<file path="config.mk">
export PLATFORM = sky130hd
export DESIGN_NAME = lsu_mem_master_flat
export DESIGN_NICKNAME = d
export VERILOG_FILES = /design/src/rtl/lsu_mem_master_if.sv /design/src/rtl/lsu_mem_master.sv /design/src/flat_wrapper.sv
export SDC_FILE = /design/constraint.sdc
export NUM_CORES = 1
export LEC_CHECK = 0
export ABC_CLOCK_PERIOD_IN_PS = 2350
export CAP_MARGIN = 20
export CORE_ASPECT_RATIO = 0.8
export CORE_UTILIZATION = 46
export DETAILED_ROUTE_END_ITERATION = 12
export HOLD_SLACK_MARGIN = 0.15
export PLACE_DENSITY_LB_ADDON = 0.05
export SLEW_MARGIN = 20
export SYNTH_ARGS = -nofsm -noshare
export SYNTH_HDL_FRONTEND = slang
export SYNTH_SLANG_ARGS = --single-unit
export TNS_END_PERCENT = 50
</file>
<file path="constraint.sdc">
create_clock -name clk -period 2.35 [get_ports clk]
set_input_delay 0.47 -clock clk [delete_from_list [all_inputs] [get_ports clk]]
set_output_delay 0.47 -clock clk [all_outputs]
set_load 0.1 [all_outputs]
</file>
<file path="src/rtl/lsu_mem_master_if.sv">
`default_nettype none
// ============================================================================
// Module : lsu_mem_master_if
// Brief  : Core-request and data-memory signal bundle for the load/store unit.
// Rev    : 1.0
// ============================================================================
interface lsu_mem_master_if;
    logic        req_valid;
    logic        req_ready;
    logic        req_write;
    logic [1:0]  req_size;
    logic        req_unsigned;
    logic [31:0] req_addr;
    logic [31:0] req_wdata;
    logic        resp_valid;
    logic [31:0] resp_rdata;
    logic        resp_error;
    logic        mem_read;
    logic        mem_write;
    logic [31:0] mem_address;
    logic [31:0] mem_write_data;
    logic [31:0] mem_read_data;

    modport master (
        input  req_valid, req_write, req_size, req_unsigned, req_addr, req_wdata,
        input  mem_read_data,
        output req_ready, resp_valid, resp_rdata, resp_error,
        output mem_read, mem_write, mem_address, mem_write_data
    );

    modport slave (
        output req_valid, req_write, req_size, req_unsigned, req_addr, req_wdata,
        output mem_read_data,
        input  req_ready, resp_valid, resp_rdata, resp_error,
        input  mem_read, mem_write, mem_address, mem_write_data
    );
endinterface
`default_nettype wire

</file>
<file path="src/rtl/lsu_mem_master.sv">
`default_nettype none
// ============================================================================
// Module : lsu_mem_master
// Brief  : Single-outstanding load/store unit; sub-word stores use read-modify-write.
// Rev    : 1.0
// ============================================================================
module lsu_mem_master #(
    parameter int unsigned MEM_BYTES   = 1024,
    parameter bit          CHECK_ALIGN = 1'b1
) (
    input  wire                   clk,
    input  wire                   reset,
    lsu_mem_master_if.master      bus
);

    localparam logic [1:0]  c_S_IDLE    = 2'd0;
    localparam logic [1:0]  c_S_READ    = 2'd1;
    localparam logic [1:0]  c_S_WRITE   = 2'd2;
    localparam logic [1:0]  c_S_RESP    = 2'd3;
    localparam logic [32:0] c_MEM_LIMIT = 33'(MEM_BYTES);

    logic [1:0]  state_q, state_d;
    logic        write_q;
    logic [1:0]  size_q;
    logic        unsigned_q;
    logic [31:0] addr_q;
    logic [31:0] wdata_q;
    logic [31:0] rbuf_q;
    logic        err_q;

    logic [32:0] w_nbytes;
    logic [32:0] w_end_addr;
    logic        w_misaligned;
    logic        w_req_err;
    logic        w_accept;
    logic [31:0] w_load_data;
    logic        w_sext;

    // Request checks are evaluated on the live request so the IDLE branch can pick its target
    always_comb begin
        case (bus.req_size)
            2'b00:   w_nbytes = 33'd1;
            2'b01:   w_nbytes = 33'd2;
            default: w_nbytes = 33'd4;
        endcase
        w_end_addr   = {1'b0, bus.req_addr} + w_nbytes;
        w_misaligned = ((bus.req_size == 2'b01) & bus.req_addr[0]) |
                       ((bus.req_size == 2'b10) & (bus.req_addr[1:0] != 2'b00));
        w_req_err    = (bus.req_size == 2'b11) |
                       (CHECK_ALIGN & w_misaligned) |
                       (w_end_addr > c_MEM_LIMIT);
        w_accept     = (state_q == c_S_IDLE) & bus.req_valid;
    end

    always_ff @(posedge clk or negedge reset) begin
        if (!reset) begin
            state_q <= c_S_IDLE;
        end else begin
            state_q <= state_d;
        end
    end

    always_comb begin
        state_d = state_q;
        case (state_q)
            c_S_IDLE: begin
                if (bus.req_valid) begin
                    if (w_req_err)
                        state_d = c_S_RESP;
                    else if (bus.req_write && (bus.req_size == 2'b10))
                        state_d = c_S_WRITE;
                    else
                        state_d = c_S_READ;
                end
            end
            c_S_READ:  state_d = write_q ? c_S_WRITE : c_S_RESP;
            c_S_WRITE: state_d = c_S_RESP;
            default:   state_d = c_S_IDLE;
        endcase
    end

    always_ff @(posedge clk or negedge reset) begin
        if (!reset) begin
            write_q    <= 1'b0;
            size_q     <= 2'b00;
            unsigned_q <= 1'b0;
            addr_q     <= 32'd0;
            wdata_q    <= 32'd0;
            rbuf_q     <= 32'd0;
            err_q      <= 1'b0;
        end else begin
            if (w_accept) begin
                write_q    <= bus.req_write;
                size_q     <= bus.req_size;
                unsigned_q <= bus.req_unsigned;
                addr_q     <= bus.req_addr;
                wdata_q    <= bus.req_wdata;
                err_q      <= w_req_err;
            end
            if (state_q == c_S_READ) begin
                rbuf_q <= bus.mem_read_data;
            end
        end
    end

    always_comb begin
        w_sext = ~unsigned_q;
        case (size_q)
            2'b00:   w_load_data = {{24{w_sext & rbuf_q[7]}},  rbuf_q[7:0]};
            2'b01:   w_load_data = {{16{w_sext & rbuf_q[15]}}, rbuf_q[15:0]};
            default: w_load_data = rbuf_q;
        endcase
    end

    // Reset gates req_ready so nothing looks acceptable while the block is held in reset
    always_comb begin
        bus.req_ready      = reset & (state_q == c_S_IDLE);
        bus.resp_valid     = 1'b0;
        bus.resp_rdata     = 32'd0;
        bus.resp_error     = 1'b0;
        bus.mem_read       = 1'b0;
        bus.mem_write      = 1'b0;
        bus.mem_address    = 32'd0;
        bus.mem_write_data = 32'd0;
        case (state_q)
            c_S_READ: begin
                bus.mem_read    = 1'b1;
                bus.mem_address = addr_q;
            end
            c_S_WRITE: begin
                bus.mem_write   = 1'b1;
                bus.mem_address = addr_q;
                case (size_q)
                    2'b00:   bus.mem_write_data = {rbuf_q[31:8],  wdata_q[7:0]};
                    2'b01:   bus.mem_write_data = {rbuf_q[31:16], wdata_q[15:0]};
                    default: bus.mem_write_data = wdata_q;
                endcase
            end
            c_S_RESP: begin
                bus.resp_valid = 1'b1;
                bus.resp_error = err_q;
                bus.resp_rdata = (err_q | write_q) ? 32'd0 : w_load_data;
            end
            default: ;
        endcase
    end

endmodule
`default_nettype wire

</file>
<file path="src/flat_wrapper.sv">
// flat-port wrapper written by rule: the top's interface ports become plain ports
module lsu_mem_master_flat 
#(
    parameter int unsigned MEM_BYTES   = 1024,
    parameter bit          CHECK_ALIGN = 1'b1
)
  (clk, reset, bus_req_valid, bus_req_write, bus_req_size, bus_req_unsigned, bus_req_addr, bus_req_wdata, bus_mem_read_data, bus_req_ready, bus_resp_valid, bus_resp_rdata, bus_resp_error, bus_mem_read, bus_mem_write, bus_mem_address, bus_mem_write_data);
  lsu_mem_master_if bus_i ();
  input  wire clk;
  input  wire reset;
  input wire logic [$bits(bus_i.req_valid)-1:0] bus_req_valid;
  input wire logic [$bits(bus_i.req_write)-1:0] bus_req_write;
  input wire logic [$bits(bus_i.req_size)-1:0] bus_req_size;
  input wire logic [$bits(bus_i.req_unsigned)-1:0] bus_req_unsigned;
  input wire logic [$bits(bus_i.req_addr)-1:0] bus_req_addr;
  input wire logic [$bits(bus_i.req_wdata)-1:0] bus_req_wdata;
  input wire logic [$bits(bus_i.mem_read_data)-1:0] bus_mem_read_data;
  output wire logic [$bits(bus_i.req_ready)-1:0] bus_req_ready;
  output wire logic [$bits(bus_i.resp_valid)-1:0] bus_resp_valid;
  output wire logic [$bits(bus_i.resp_rdata)-1:0] bus_resp_rdata;
  output wire logic [$bits(bus_i.resp_error)-1:0] bus_resp_error;
  output wire logic [$bits(bus_i.mem_read)-1:0] bus_mem_read;
  output wire logic [$bits(bus_i.mem_write)-1:0] bus_mem_write;
  output wire logic [$bits(bus_i.mem_address)-1:0] bus_mem_address;
  output wire logic [$bits(bus_i.mem_write_data)-1:0] bus_mem_write_data;
  assign bus_i.req_valid = bus_req_valid;
  assign bus_i.req_write = bus_req_write;
  assign bus_i.req_size = bus_req_size;
  assign bus_i.req_unsigned = bus_req_unsigned;
  assign bus_i.req_addr = bus_req_addr;
  assign bus_i.req_wdata = bus_req_wdata;
  assign bus_i.mem_read_data = bus_mem_read_data;
  assign bus_req_ready = bus_i.req_ready;
  assign bus_resp_valid = bus_i.resp_valid;
  assign bus_resp_rdata = bus_i.resp_rdata;
  assign bus_resp_error = bus_i.resp_error;
  assign bus_mem_read = bus_i.mem_read;
  assign bus_mem_write = bus_i.mem_write;
  assign bus_mem_address = bus_i.mem_address;
  assign bus_mem_write_data = bus_i.mem_write_data;
  lsu_mem_master #(.MEM_BYTES(MEM_BYTES), .CHECK_ALIGN(CHECK_ALIGN)) u_core (.clk(clk), .reset(reset), .bus(bus_i));
endmodule
</file>
### Word level (Yosys, flattened, before mapping)

Cells that the tools add are included.

* logic and storage cells: 51
* output and inout bits: 101
* flip-flop bits (word level): 103

* reductions and logical operators: 6
* mux-type cells: 16
* equal/unequal tests: 8
* $add $sub $neg: 1
* $lt $le $gt $ge: 1
* bitwise logic cells: 11

Operators with widths (number)
* two-way mux 32 bit: 4
* case mux 32 bit (2 select lines): 2
* adder 32 x 3 -> 33 bit: 1
* > comparator 33 x 11 -> 1 bit, second input constant: 1
* equality test 2 bit, second input constant: 4
* AND 1 bit: 6
* equality test 2 x 1 -> 1 bit, second input constant: 3
* logical NOT 2 bit: 3
* two-way mux 2 bit: 3
* case mux 2 bit (3 select lines): 1
* case mux 3 bit (2 select lines): 1
* two-way mux 1 bit: 5
* bitwise OR 1 bit: 4
* inequality test 2 bit, second input constant: 1
* nonzero test 2 bit: 1
* OR reduction 2 bit: 1
* logical AND 1 bit: 1
* inverter 1 bit: 1

### Longest topological paths before layout

* depth after elaboration: 8
* mapped depth: 11

### Worst setup path after synthesis

No wires, ideal clock.

* path kind: reg2out
* start: register u_core.state_q[0]
* end: output port bus_mem_write_data[10]
* buffers on the path: 1
* stages on the path, launching flop included: 5
* arrival: 3836 ps
* slack: -1956 ps
* data required time: 1880 ps
* cell sequence: dfrtp_1 > inv_1 > ha_1 > clkbuf_1 > a21boi_0

* word-level cells in the longest chain between the ends: 2

RTL lines
* from (decl): line lsu_mem_master.sv:22 `logic [1:0] state_q, state_d;`
* from (signal assigned): line lsu_mem_master.sv:57 `state_q <= c_S_IDLE;`
* from (signal assigned): line lsu_mem_master.sv:59 `state_q <= state_d;`
* equality test 2 bit: line lsu_mem_master.sv:125 `case (state_q)`
* two-way mux 32 bit: line lsu_mem_master.sv:125
* to (decl): line flat_wrapper.sv:25 `output wire logic [$bits(bus_i.mem_write_data)-1:0] bus_mem_write_data;`

Every way passes these cells.

### Worst setup path after layout

* start: input port bus_req_size[1]
* end: register u_core.state_q[0]

* word-level cells in the longest chain between the ends: 8
* elaborated cells between the ends (all ways): 17
* those cells by class: add/sub (1); order compare (1); eq/ne (3); mux (5); bitwise (5); reduce/logical (2)

RTL lines
* from (decl): line flat_wrapper.sv:13 `input wire logic [$bits(bus_i.req_size)-1:0] bus_req_size;`
* equality test 2 x 1 -> 1 bit (tied with other cells): line lsu_mem_master.sv:41, lsu_mem_master.sv:47
* case mux 3 bit (2 select lines) (tied with other cells): line lsu_mem_master.sv:41 `case (bus.req_size)`
* adder 32 x 3 -> 33 bit / bitwise OR 1 bit (equally long branches): line lsu_mem_master.sv:46, lsu_mem_master.sv:47
* > comparator 33 x 11 -> 1 bit / bitwise OR 1 bit (equally long branches): line lsu_mem_master.sv:51, lsu_mem_master.sv:49
* bitwise OR 1 bit: line lsu_mem_master.sv:50 `(CHECK_ALIGN & w_misaligned) |`
* two-way mux 2 bit (*): line lsu_mem_master.sv:68 `if (w_req_err)`
* two-way mux 2 bit (*): line lsu_mem_master.sv:67 `if (bus.req_valid) begin`
* case mux 2 bit (3 select lines) (*): line lsu_mem_master.sv:65 `case (state_q)`

Every way passes the cells marked *; elsewhere a longest branch is shown, timed or not. The select of a mux whose other input is x is not followed.
A chain may end at the register's enable or synchronous reset.

==> run summary <==
Yosys cell types: 57
CP max stage cell: a2111oi_4
Initial Util: 47.3%
Synth top area cells: dfrtp_1 (45%), mux2_2 (16%), and2_1 (5.7%), nand2_1 (3.8%), mux2i_1 (3.5%)
Deepest clock path buffer count: 2
Final Hold Viols: 0
CTS tree: done
CP max FO: 4
N_diodes: 0
Gr ovfl total: 0
TritonCTS Buffers: 9
Syn_area_per_cell: 10.0 um^2
WL final: 20400 um
Largest stage delay, worst path: 0.37 ns
DR vias: 5729
Initial antenna violation count: 0
Critical R2R Capture: u_core.state_q[0]
# clock sinks: 103
Fmax: 383 MHz
Fillcell total: 578
Root Driver: clkbuf_16
R2R cell count: 8
Drt drc: 0
Crit start category: input pin
Yosys reg bits: 103
Async S/R FF share, synth: 100%
DRT Pass-1 Iters: 5
WHS Endpoint: u_core.addr_q[2]
Seq/Total Area, Yosys: 44.7%
Worst skew pair latency: 0.35 ns
Headroom to the max-slew limit: 57.9%
DRC violation total after the first TritonRoute iteration: 441
Main synth FF type: dfrtp_1
Post-Syn Instances: 576
Worst Slack Setup Final: -0.263 ns
Crit path DAT: 2.84 ns
H-tree depth: 3
RSZ-0062 raised after global routing: true
Largest net degree at the start of global routing: 50
Tmin final: 2.61 ns
Synthesized net count: 687
Multi-input logic area: 3730 um^2
Post-synth EDFFs: 0
Leading area contributor after synthesis: dfrtp_1
Mapped cell area: 5770 um^2
R2R setup slack: 0.49 ns
# IOs: 204
Final HPWL from detailed placement: 14300 um
Crit Path Category: input pin to flop
Crit. End Element: flop
Final Cell Area: 10800 um^2
YS warnings: 0
Pins Over Slew Limit: 0
ANT nets after route: 0
Row Count: 36
Hold/Removal Path Class: input pin to flop
Full die area: 13000 um^2
Final GP Congestion: 0.936
Tot GR Track Use: 32.1%
RR Startpoint: u_core.state_q[0]
Setup Viol. Count Final: 14
Fin crit share: 111%
Routed wire per std cell: 20.0 um
Hold path cells: 2
Status: finished with violations
Top post-synthesis cells by count: dfrtp_1 (103), mux2_2 (80), nand2_1 (59)
Placement Setup Slack: -1.09 ns
Final nets: 958
Worst Hold Launch: bus_req_addr[2]
Max cap viols: 0
Top-count cell post-synth: dfrtp_1
First-pass GRT wire length: 31800 um
Share of layout cells above drive strength 1: 44.4%
Cell chain of the critical path: buf_12, nor2_4, ha_4, fa_2, a21o_1, a31o_4, a2111oi_4, o211ai_1, a21oi_1, a211oi_2, nor4_1, o31ai_1
Vias per cell: 5.60
Synthesis-to-layout area growth: 86.3%
Sequential Area: 2580 um^2
Tightest Pin Transition: 0.631 ns
Total core area: 12200 um^2
Die Height: 102 um
Top-area cell type share of the netlist area: 44.7%
Clk slew on worst S/H paths: 0.07 ns
Post-DP Area: 10100 um^2
Clock Skew: 0.00876 ns
Die width: 127 um
Number of global-route vias before repair: 5993
CP required: 2.58 ns
Failing checks: negative setup slack
Buffers added on ports: 203
## per-stage QoR
| stage | hold slack (ns) | utilization (%) | cells | TNS [ns] |
|---|---|---|---|---|
| after floorplan | 0.174 | - | 576 | -8.10 |
| after detailed placement | 0.416 | 83.0 | 991 | -3.11 |
| after global routing | 0.415 | 88.1 | 1023 | -2.87 |
| after global placement | 0.405 | 82.8 | 990 | -2.86 |
| after CTS | 0.421 | 87.3 | 1016 | -0.225 |
| final | 0.425 | 88.1 | 1023 | -1.04 |
## registers in the layout, indices dropped and copies added (netlist names)
signal and count:
u_core.err_q 1, u_core.write_q 1, u_core.unsigned_q 1, u_core.state_q 2, u_core.size_q 2, u_core.rbuf_q 32
u_core.addr_q 32, u_core.wdata_q 32
## layout make-up
class | count | share of cell area, %
clock inverters | 5 | 0.605
multi-input cells | 420 | 34.7
clock buffers | 11 | 2.35
repair buffers | 289 | 35.5
flip-flops and latches | 103 | 24.0
inverters | 24 | 0.838
well taps | 171 | 1.99
## placed cells by master (no fill, tap or decap), types with 17 or more instances in the layout
cell / netlist / layout
a21oi_4: 0 / 25
and2_1: 53 / 53
buf_12: 0 / 108
buf_4: 0 / 75
clkdlybuf4s50_1: 0 / 93
dfrtp_1: 103 / 100
inv_1: 24 / 24
mux2_2: 80 / 80
mux2i_1: 20 / 20
nand2_1: 59 / 57
nor2b_4: 0 / 17
o21ai_0: 25 / 25
## routing by layer
metal  track usage [%]  wire length [um]
met1              39.1              8190
met2              54.9              9910
met3              9.11              1670
met4              11.8               666
met5                 0                 0
## worst max path at each step
stage                               start                end  slack, ns  cells after the start
after global placement    bus_req_size[1]  u_core.state_q[0]      -0.92                     13
after global routing      bus_req_size[1]  u_core.state_q[0]      -0.35                     12
final                     bus_req_size[1]  u_core.state_q[0]      -0.26                     12
after CTS                 bus_req_size[0]  u_core.state_q[0]      -0.13                     11
after floorplan           bus_req_size[0]  u_core.state_q[0]      -0.23                     11
after detailed placement  bus_req_size[1]  u_core.state_q[0]      -1.09                     13
## timing repair
| action | CTS | global route |
|---|---|---|
| setup buffers | 9 | 6 |
| setup endpoints to repair | 23 | 46 |
| resized for setup | 53 | 5 |
| pin swaps | 27 | 14 |
| gates cloned | 0 | 1 |
| hold buffers | 1 | 0 |
| hold endpoints to repair | 22 | 0 |
## critical path, delay by kind of cell
kind | cells | cell delay, ns
AND/OR/NAND/NOR | 2 | 0.33
buffers and inverters | 1 | 0.09
AO/OA/AOI/OAI | 7 | 1.44
adder cells (fa/ha/maj) | 2 | 0.51
## cell families after synthesis
group	Yosys count	synth area share (%)
compound gates	98	10.4
xor+xnor	4	0.607
fa+ha+maj	8	1.86
buf+inv	53	3.47
flops	103	44.7
mux	100	19.1
simple gates	210	19.9
Power is left out: the tool's default activity adds up to more than one toggle a clock period on the data nets, which glitch-free logic cannot reach.
